**src/rtl/lzc_pipe.sv**
```systemverilog
// Two-stage leading-zero / leading-one counter with valid/ready handshakes.
// Define LZC_PIPE_NORM_EN to build the normalising barrel shifter behind out_norm.
module lzc_pipe #(
   parameter int WIDTH = 24,
   parameter int CW    = $clog2(WIDTH + 1)
) (
   input  logic             clk,
   input  logic             rst_n,
   input  logic             in_valid,
   output logic             in_ready,
   input  logic [WIDTH-1:0] in_data,
   input  logic             in_mode,
   output logic             out_valid,
   input  logic             out_ready,
   output logic [CW-1:0]    out_count,
   output logic             out_allsame,
   output logic [WIDTH-1:0] out_norm
);

   logic             s1_valid_r;
   logic [WIDTH-1:0] s1_data_r;
   logic             s1_mode_r;

   logic             out_valid_r;
   logic [CW-1:0]    out_count_r;
   logic             out_allsame_r;
   logic [WIDTH-1:0] out_norm_r;

   logic             s2_load_s;
   logic [WIDTH-1:0] scan_s;
   logic [CW-1:0]    count_s;
   logic             allsame_s;
   logic [WIDTH-1:0] norm_s;

   // Leading-zero count; leading ones are counted by inverting the operand first.
   function automatic logic [CW-1:0] lead_zeros(input logic [WIDTH-1:0] d);
      logic [CW-1:0] cnt;
      logic          hit;
      cnt = {CW{1'b0}};
      hit = 1'b0;
      for (int i = WIDTH - 1; i >= 0; i--) begin
         if (hit) begin
            cnt = cnt;
         end else if (d[i]) begin
            hit = 1'b1;
         end else begin
            cnt = cnt + {{(CW-1){1'b0}}, 1'b1};
         end
      end
      return cnt;
   endfunction

   assign s2_load_s = s1_valid_r && (!out_valid_r || out_ready);
   assign in_ready  = !s1_valid_r || s2_load_s;

   // Count stage: operand conditioning and leading-bit count from the S1 register.
   always_comb begin
      scan_s    = s1_mode_r ? ~s1_data_r : s1_data_r;
      count_s   = lead_zeros(scan_s);
      allsame_s = (count_s == CW'(WIDTH));
   end

`ifdef LZC_PIPE_NORM_EN
   // Logarithmic left shifter: stage k shifts by 2**k when count bit k is set.
   logic [WIDTH-1:0] shift_s [0:CW];
   assign shift_s[0] = s1_data_r;
   for (genvar k = 0; k < CW; k++) begin : g_shift
      localparam int AMT = 2 ** k;
      if (AMT >= WIDTH) begin : g_flush
         assign shift_s[k+1] = count_s[k] ? {WIDTH{1'b0}} : shift_s[k];
      end else begin : g_part
         assign shift_s[k+1] = count_s[k] ? {shift_s[k][WIDTH-1-AMT:0], {AMT{1'b0}}}
                                          : shift_s[k];
      end
   end
   assign norm_s = shift_s[CW];
`else
   assign norm_s = {WIDTH{1'b0}};
`endif

   // Stage 1: capture operand and mode whenever the stage can advance.
   always_ff @(posedge clk or negedge rst_n) begin
      if (!rst_n) begin
         s1_valid_r <= 1'b0;
         s1_data_r  <= {WIDTH{1'b0}};
         s1_mode_r  <= 1'b0;
      end else if (in_ready) begin
         s1_valid_r <= in_valid;
         if (in_valid) begin
            s1_data_r <= in_data;
            s1_mode_r <= in_mode;
         end
      end
   end

   // Stage 2: result registers, held while the consumer stalls.
   always_ff @(posedge clk or negedge rst_n) begin
      if (!rst_n) begin
         out_valid_r   <= 1'b0;
         out_count_r   <= {CW{1'b0}};
         out_allsame_r <= 1'b0;
         out_norm_r    <= {WIDTH{1'b0}};
      end else if (s2_load_s) begin
         out_valid_r   <= 1'b1;
         out_count_r   <= count_s;
         out_allsame_r <= allsame_s;
         out_norm_r    <= norm_s;
      end else if (out_ready) begin
         out_valid_r   <= 1'b0;
      end
   end

   assign out_valid   = out_valid_r;
   assign out_count   = out_count_r;
   assign out_allsame = out_allsame_r;
   assign out_norm    = out_norm_r;

endmodule

```
**config.mk**
```make
export PLATFORM = sky130hd
export DESIGN_NAME = lzc_pipe
export DESIGN_NICKNAME = d
export VERILOG_FILES = /design/src/rtl/lzc_pipe.sv
export SDC_FILE = /design/constraint.sdc
export NUM_CORES = 1
export LEC_CHECK = 0
export CAP_MARGIN = 20
export CORE_MARGIN = 8
export CORE_UTILIZATION = 35
export DETAILED_ROUTE_END_ITERATION = 6
export PLACE_DENSITY = 0.66
export SETUP_SLACK_MARGIN = 0.1
export SLEW_MARGIN = 20
export SYNTH_ARGS = -nofsm -noshare
export SYNTH_HDL_FRONTEND = slang
export SYNTH_SLANG_ARGS = --single-unit
```
**constraint.sdc**
```tcl
create_clock -name clk -period 12.63 [get_ports clk]
set_clock_uncertainty 0.1 [all_clocks]
set_input_delay 2.526 -clock clk [delete_from_list [all_inputs] [get_ports clk]]
set_output_delay 2.526 -clock clk [all_outputs]
set_load 0.05 [all_outputs]
```
==> metrics.md, run 1 <==
| Metric | Value |
|---|---|
| Ant diodes | `0` |
| Reg clk slew, reported paths | `roughly 0.05 ns` |
| First-pass GRT wire length | `between 20 and 25 mm` |
| Total CTS buffers | `5` |
| Via count | `~4400` |
| Global placement routability congestion | `approximately 0.95` |
| GRT Resource Usage Total | `0.132` |
| Cell mode on critical path | `ha_1` |
| Row count | `42` |
| Slew @ Worst Pin | `approximately 0.99 ns` |
| WP data required | `~13 ns` |
| Post-CTS Resized | `0` |
| Pins Over Slew Limit | `0` |
| Post-CTS Setup Repair Bufs | `0` |
| Worst r2r src | `s1_data_r[22]` |
| WP buf/inv | `0` |
| Fin crit share | `0.900` |
| Pre-antenna DRT Iters | `5` |
| WHS Endpoint | `out_allsame` |
| Outcome | `complete, no violations` |
| Post-DR wirelength/cell | `between 10 and 15 um` |
| R2R Path End | `out_count[4]` |
| Synth Register Bits | `33` |
| CTS tree | `yes` |
| Initial core utilization | `0.359` |
| # setup viols final | `0` |
| Met3 usage | `0.0189` |
| Die span in x | `~130 um` |
| Syn Area/Cell | `7.95 um2` |
| Post-synthesis sequential area ratio | `0.173` |
| Core Area | `about 13000 um2` |
| RSZ-0062 raised after global routing | `no` |
| Library cells used by synthesis | `82` |
| Min-delay src | `out_allsame` |
| Post-synthesis instance total | `600` |
| EDFF count, synth | `0` |
| Hold WS | `~0.38 ns` |
| Number of DRC markers in iteration 0 | `about 340` |
| Max rail drop VDD | `0.000147 V` |
| GRT met1 Usage | `0.179` |
| Worst r2r path cells | `between 60 and 70` |
| Drc violations | `0` |
| Setup TNS | `0 ns` |
| Asr flop ratio synth | `1.00` |
| Total of max-cap violations | `0` |
| Yosys warnings | `0` |
| Final hold vios | `0` |
| Leak Pwr | `roughly 0.0021 uW` |
| # clock sinks | `33` |
| CP max stage delay | `between 0.4 and 0.5 ns` |
| Maximum clock insertion buffer count | `2` |
| Total Wirelength | `11.8 mm` |
| Power density over the cells | `~120 nW/um2` |
| Mapped Area | `around 4800 um2` |
| Met2 GRT Util | `0.208` |
| Root buf cell | `clkbuf_16` |
| Share of layout cells above drive strength 1 | `0.110` |
| Hold_buf cts | `0` |
| CP Capture Type | `register` |
| Area Overhead vs Synth | `11.9%` |
| Vias in the first global route | `4175` |
| CP Max Fanout | `10` |
| WHS Path Cells | `2` |
| CP startpoint kind | `register` |
| Synth Flop Type | `dfrtp_1` |
| HPWL Detailed | `around 9.4 mm` |
| Slew HR | `0.340` |
| Buffers on Ports | `36` |
| H-tree depth | `2` |
| Largest delay share family, worst path | `compound AO/OA/AOI/OAI gates` |
| Grt ovf | `0` |
| Fmax | `a little under 90 MHz` |
| Die H | `~130 um` |
| Die footprint | `17600 um2` |
| Post-route ant nets | `0` |
| Slowest-stage cell, CP | `dfrtp_1` |
| WP data arrival | `11.46 ns` |
| IO Pins | `between 60 and 70` |
| Number of nets in the layout | `669` |
| Largest net degree at the start of global routing | `60` |
| Initial antenna violation count | `0` |
| Reg2Reg Setup Slack | `1.26 ns` |
| Busiest grt layer | `met2` |
| Critical setup path kind | `register to register` |
| Routed vias/inst | `5.55` |
| Min Tclk post-route | `~11 ns` |
| Worst skew pair latency | `between 0.2 and 0.3 ns` |
| Min-Delay Path Class | `register to register` |
==> sequential cells by signal, indices dropped and copies added (netlist names) <==
| signal | flops |
|---|---|
| s1_valid_r | 1 |
| s1_mode_r | 1 |
| out_valid | 1 |
| out_count | 5 |
| s1_data_r | 24 |
| out_allsame | 1 |
==> metrics by stage <==
stage	setup slack [ns]	instances	utilization	total power [uW]	instance area, um2
after floorplan	2.42	623	-	427	4860
after global placement	2.03	788	0.388	484	5160
after detailed placement	1.57	788	0.388	498	5160
after CTS	1.49	796	0.401	643	5340
after global routing	0.318	796	0.401	697	5340
final	1.26	796	0.401	649	5340
==> power by group <==
group | total (uW) | internal, uW | switching (uW) | leakage [uW]
combinational | 361 | 143 | 218 | 0.00158
sequential | 146 | 120 | 25.9 | 0.000392
clock | 141 | 98.2 | 43.1 | 0.0000831
==> tightest hold or removal path: cells and delay by family, from the launching register on <==
kind	cells	cell delay [ns]
compound gates	1	0.05
flops	1	0.34
simple gates	1	0.05
==> routing by layer <==
metal / vias up / share of wire
met5: - / 0
li1: 2172 / -
met4: 0 / 0.015
met3: 20 / 0.063
met2: 162 / 0.45
met1: 2067 / 0.47
==> Yosys cell counts (16+ instances only) <==
| master | number | area share |
|---|---|---|
| clkbuf_1 | 16 | 0.013 |
| xor2_1 | 16 | 0.029 |
| inv_1 | 21 | 0.017 |
| nand2_1 | 67 | 0.053 |
| nor2_1 | 47 | 0.037 |
| mux2_2 | 27 | 0.064 |
| ha_1 | 21 | 0.055 |
| buf_4 | 24 | 0.038 |
| dfrtp_1 | 33 | 0.17 |
| mux2i_1 | 16 | 0.034 |
| a21oi_1 | 33 | 0.035 |
| xnor2_1 | 26 | 0.048 |
| o21ai_0 | 29 | 0.030 |
==> worst max path at each step <==
stage / startpoint / end / slack, ns / cells past startpoint
finish: s1_data_r[22] / out_count[4] / 1.26 / 63
global placement: s1_data_r[22] / out_count[4] / 2.03 / 63
floorplan: s1_mode_r / out_count[4] / 2.42 / 67
detailed placement: s1_data_r[22] / out_count[4] / 1.57 / 63
global route: s1_data_r[22] / out_count[4] / 0.32 / 63
CTS: s1_data_r[22] / out_count[4] / 1.49 / 63
==> cell usage in the layout (no fill, tap or decap), types with 4 or more instances in the layout <==
master,netlist,routed
a211oi_1,7,7
a21boi_0,11,11
a21o_1,4,4
a21oi_1,33,33
a221oi_1,4,4
a22oi_1,4,4
a31oi_1,7,7
and2_1,8,8
and3_1,6,6
clkbuf_16,0,5
clkdlybuf4s50_1,0,36
conb_1,1,24
dfrtp_1,33,32
ha_1,21,21
inv_1,21,21
maj3_1,4,4
mux2_2,27,27
mux2i_1,16,16
nand2_1,67,67
nand2b_1,14,14
nand3_1,15,15
nand4_1,5,5
nor2_1,47,47
nor2b_1,6,6
nor3_1,14,14
o211ai_1,5,5
o21a_1,9,9
o21ai_0,29,29
o22ai_1,7,7
o32ai_1,4,4
or2_2,6,6
or3_1,7,7
xnor2_1,26,26
xor2_1,16,16
==> cells by family (layout without fill, tap and decap cells) <==
| family | after synthesis | after routing | synth area share |
|---|---|---|---|
| buffers and inverters | 71 | 68 | 0.0795 |
| adders and majority gates | 25 | 25 | 0.0635 |
| AOI/OAI and AO/OA | 157 | 157 | 0.224 |
| xor gates and xnor gates | 52 | 52 | 0.126 |
| other | 1 | 24 | 0.000786 |
| and+or+nand+nor | 216 | 216 | 0.228 |
| muxes | 45 | 45 | 0.104 |
| DFF | 33 | 33 | 0.173 |
==> cell type report <==
| cell class | count | area (um2) |
|---|---|---|
| clock buffers | 6 | 139 |
| flip-flops and latches | 33 | 827 |
| well taps | 176 | 220 |
| clock inverters | 2 | 37.5 |
| repair buffers | 39 | 383 |
| multi-input cells | 519 | 3650 |
| fillers | 1334 | 7960 |
| inverters | 21 | 78.8 |
Note: power is estimated with default switching activity, not from simulation.
==> run 2: changes to the inputs <==
--- a/config.mk
+++ b/config.mk
@@ -5,12 +5,12 @@
 export SDC_FILE = /design/constraint.sdc
 export NUM_CORES = 1
 export LEC_CHECK = 0
-export CAP_MARGIN = 20
 export CORE_MARGIN = 8
 export CORE_UTILIZATION = 35
 export DETAILED_ROUTE_END_ITERATION = 6
 export PLACE_DENSITY = 0.66
 export SETUP_SLACK_MARGIN = 0.1
+export SKIP_LAST_GASP = 1
 export SLEW_MARGIN = 20
 export SYNTH_ARGS = -nofsm -noshare
 export SYNTH_HDL_FRONTEND = slang
==> results of run 2 <==
Same layout as run 1: the final DEF is identical, and so are final timing and power.
==> run 3: changes to the inputs <==
--- a/config.mk
+++ b/config.mk
@@ -5,10 +5,12 @@
 export SDC_FILE = /design/constraint.sdc
 export NUM_CORES = 1
 export LEC_CHECK = 0
-export CORE_MARGIN = 8
+export CELL_PAD_IN_SITES_DETAIL_PLACEMENT = 0
+export CELL_PAD_IN_SITES_GLOBAL_PLACEMENT = 1
+export CORE_MARGIN = 5
 export CORE_UTILIZATION = 35
 export DETAILED_ROUTE_END_ITERATION = 6
-export PLACE_DENSITY = 0.66
+export PLACE_DENSITY = 0.81
 export SETUP_SLACK_MARGIN = 0.1
 export SKIP_LAST_GASP = 1
 export SLEW_MARGIN = 20
==> constraint.sdc (replaced) <==
create_clock -name clk -period 10.85 [get_ports clk]
set_clock_uncertainty 0.1 [all_clocks]
set_input_delay 2.17 -clock clk [delete_from_list [all_inputs] [get_ports clk]]
set_output_delay 2.17 -clock clk [all_outputs]
set_load 0.05 [all_outputs]
==> run 3 against run 2 <==
Combinational power rose by 33%. Non-clock buffer count rose by 20. Clock power rose by 18%. Cell count rose by 2.5%. Critical path type unchanged. Critical endpoint is now out_allsame.
==> metrics.md, run 3 (synthesis gave the netlist of run 1 again) <==
| Metric | Value |
|---|---|
| Power, Total | `~800 uW` |
| Reg2Reg Setup Slack | `around 0.55 ns` |
| Max reg flops | `24` |
| Via count | `around 4500` |
| Worst r2r src | `s1_data_r[23]` |
| Final hold vios | `0` |
| # clock sinks | `33` |
| Grt ovf | `0` |
| Met3 usage | `0.0231` |
| Vias in the first global route | `4347` |
| Ant diodes | `0` |
| Area Overhead vs Synth | `17.9%` |
| Critical setup path kind | `register to register` |
| Leak Pwr | `~0.0022 uW` |
| Commonest non-fill, non-tap cell in the layout | `nand2_1` |
| Post-DR wirelength/cell | `around 16 um` |
| R2R Path End | `out_allsame` |
| Post-route ant nets | `0` |
| CTS tree | `yes` |
| Power density over the cells | `~150 nW/um2` |
| Busiest grt layer | `met2` |
| Pre-antenna DRT Iters | `7` |
| Initial core utilization | `0.359` |
| Placed insts | `a little under 800` |
| Largest net degree at the start of global routing | `41` |
| CP startpoint kind | `register` |
| Fmax | `around 97 MHz` |
| Slew HR | `0.317` |
| Fillers | `between 1000 and 1500` |
| IO Pins | `61` |
| Min-Delay Path Class | `register to register` |
| Die footprint | `around 16000 um2` |
| GRT met1 Usage | `0.184` |
| CP Capture Type | `register` |
| Number of nets in the layout | `about 700` |
| Total of max-cap violations | `0` |
| WHS Endpoint | `out_count[2]` |
| CP max stage delay | `0.47 ns` |
| WP data required | `10.94 ns` |
| Share of layout cells above drive strength 1 | `0.177` |
| Fin crit share | `0.949` |
| Pins Over Slew Limit | `0` |
| WHS Path Cells | `2` |
| H-tree depth | `2` |
| Fin cells | `~800` |
| Largest Register | `s1_data_r` |
| WP data arrival | `just over 10 ns` |
| Routed vias/inst | `5.53` |
| Outcome | `complete, no violations` |
| Die span in x | `about 130 um` |
| First-pass GRT wire length | `about 21 mm` |
| Hold_buf cts | `0` |
| Core Area | `13300 um2` |
| Number of DRC markers in iteration 0 | `332` |
| Worst r2r path cells | `60` |
| DP Area | `about 5200 um2` |
| # setup viols final | `0` |
| Min Tclk post-route | `just over 10 ns` |
| Maximum clock insertion buffer count | `2` |
| Slew @ Worst Pin | `between 1 and 1.5 ns` |
| Worst skew pair latency | `0.28 ns` |
| Met2 GRT Util | `0.277` |
| Total CTS buffers | `5` |
| Root buf cell | `clkbuf_16` |
| Reg clk slew, reported paths | `around 0.050 ns` |
| HPWL Detailed | `approximately 10 mm` |
| Min-delay src | `out_count[2]` |
| Slowest-stage cell, CP | `dfrtp_2` |
| Drc violations | `0` |
| Buffers on Ports | `36` |
| Global placement routability congestion | `just under 0.9` |
| GRT Resource Usage Total | `0.155` |
| CP Max Fanout | `6` |
| Max rail drop VDD | `approximately 0.00015 V` |
| Post-route cell area | `5620 um2` |
| Die H | `approximately 130 um` |
| Initial antenna violation count | `0` |
| Total Wirelength | `approximately 13 mm` |
| Row count | `42` |
| Commonest non-fill, non-tap cells in the layout | `nand2_1 (66), nor2_1 (45), clkdlybuf4s50_1 (36)` |
run 3: cell count changes in the layout (fill, tap and decap cells not counted), moves of 2 or more:
| cell | change |
|---|---|
| a21oi_1 | -3 |
| a21oi_2 | +3 |
| buf_4 | +19 |
| ha_1 | -4 |
| ha_4 | +3 |
| nand3_1 | -2 |
| nand3_2 | +2 |
| nor2_1 | -2 |
| nor2_2 | +2 |
| o21ai_0 | -5 |
| o21ai_1 | +4 |
run 3: report_power, final:
part	internal, uW	total, uW	switching, uW
clock	114	167	53.0
sequential	140	171	31.2
combinational	205	480	275
total	459	818	359
run 3: timing repair:
action / in CTS / in global routing
pin swaps: 0 / 21
endpoints found under the setup margin: 2 / 5
buffers inserted: 0 / 14
gates resized for setup: 1 / 33
run 3: worst max-delay path by stage:
stage | from | end | slack [ns] | cells past startpoint
floorplan | s1_mode_r | out_count[4] | 0.64 | 67
global placement | s1_data_r[23] | out_allsame | 0.35 | 63
detailed placement | s1_data_r[23] | out_count[4] | 0.10 | 63
CTS | s1_data_r[23] | out_allsame | 0.14 | 63
global route | s1_data_r[23] | out_count[4] | -0.16 | 63
finish | s1_data_r[23] | out_allsame | 0.55 | 60
run 3: metrics by stage:
| stage | setup slack (ns) | hold slack, ns | TNS, ns | util |
|---|---|---|---|---|
| finish | 0.555 | 0.392 | 0 | 0.423 |
| global placement | 0.345 | 0.369 | 0 | 0.392 |
| CTS | 0.136 | 0.389 | 0 | 0.405 |
| global route | -0.160 | 0.405 | -0.320 | 0.423 |
| detailed placement | 0.103 | 0.369 | 0 | 0.392 |
| floorplan | 0.645 | 0.380 | 0 | - |
run 3: layer usage:
metal / part of all wire / vias up
met5: 0 / -
met4: 0.034 / 0
met3: 0.048 / 36
met2: 0.50 / 149
met1: 0.42 / 2127
li1: - / 2202
run 3: final cells by class:
type / count / area (um2) / area share
Multi-Input combinational cell: 519 / 3790 / 0.674
Tap cell: 176 / 220 / 0.0392
Sequential cell: 33 / 828 / 0.147
Timing Repair Buffer: 59 / 531 / 0.0943
Inverter: 21 / 78.8 / 0.0140
Clock inverter: 2 / 37.5 / 0.00668
Clock buffer: 6 / 139 / 0.0247
run 3: worst max-delay path, delay by kind of cell (launching register included):
family	cells	cell delay (ns)
multiplexers	4	0.45
AND/OR/NAND/NOR	19	2.43
adder cells (fa/ha/maj)	11	3.04
buffers and inverters	1	0.14
flip-flops	1	0.47
XOR/XNOR	1	0.15
AO/OA/AOI/OAI	24	3.42
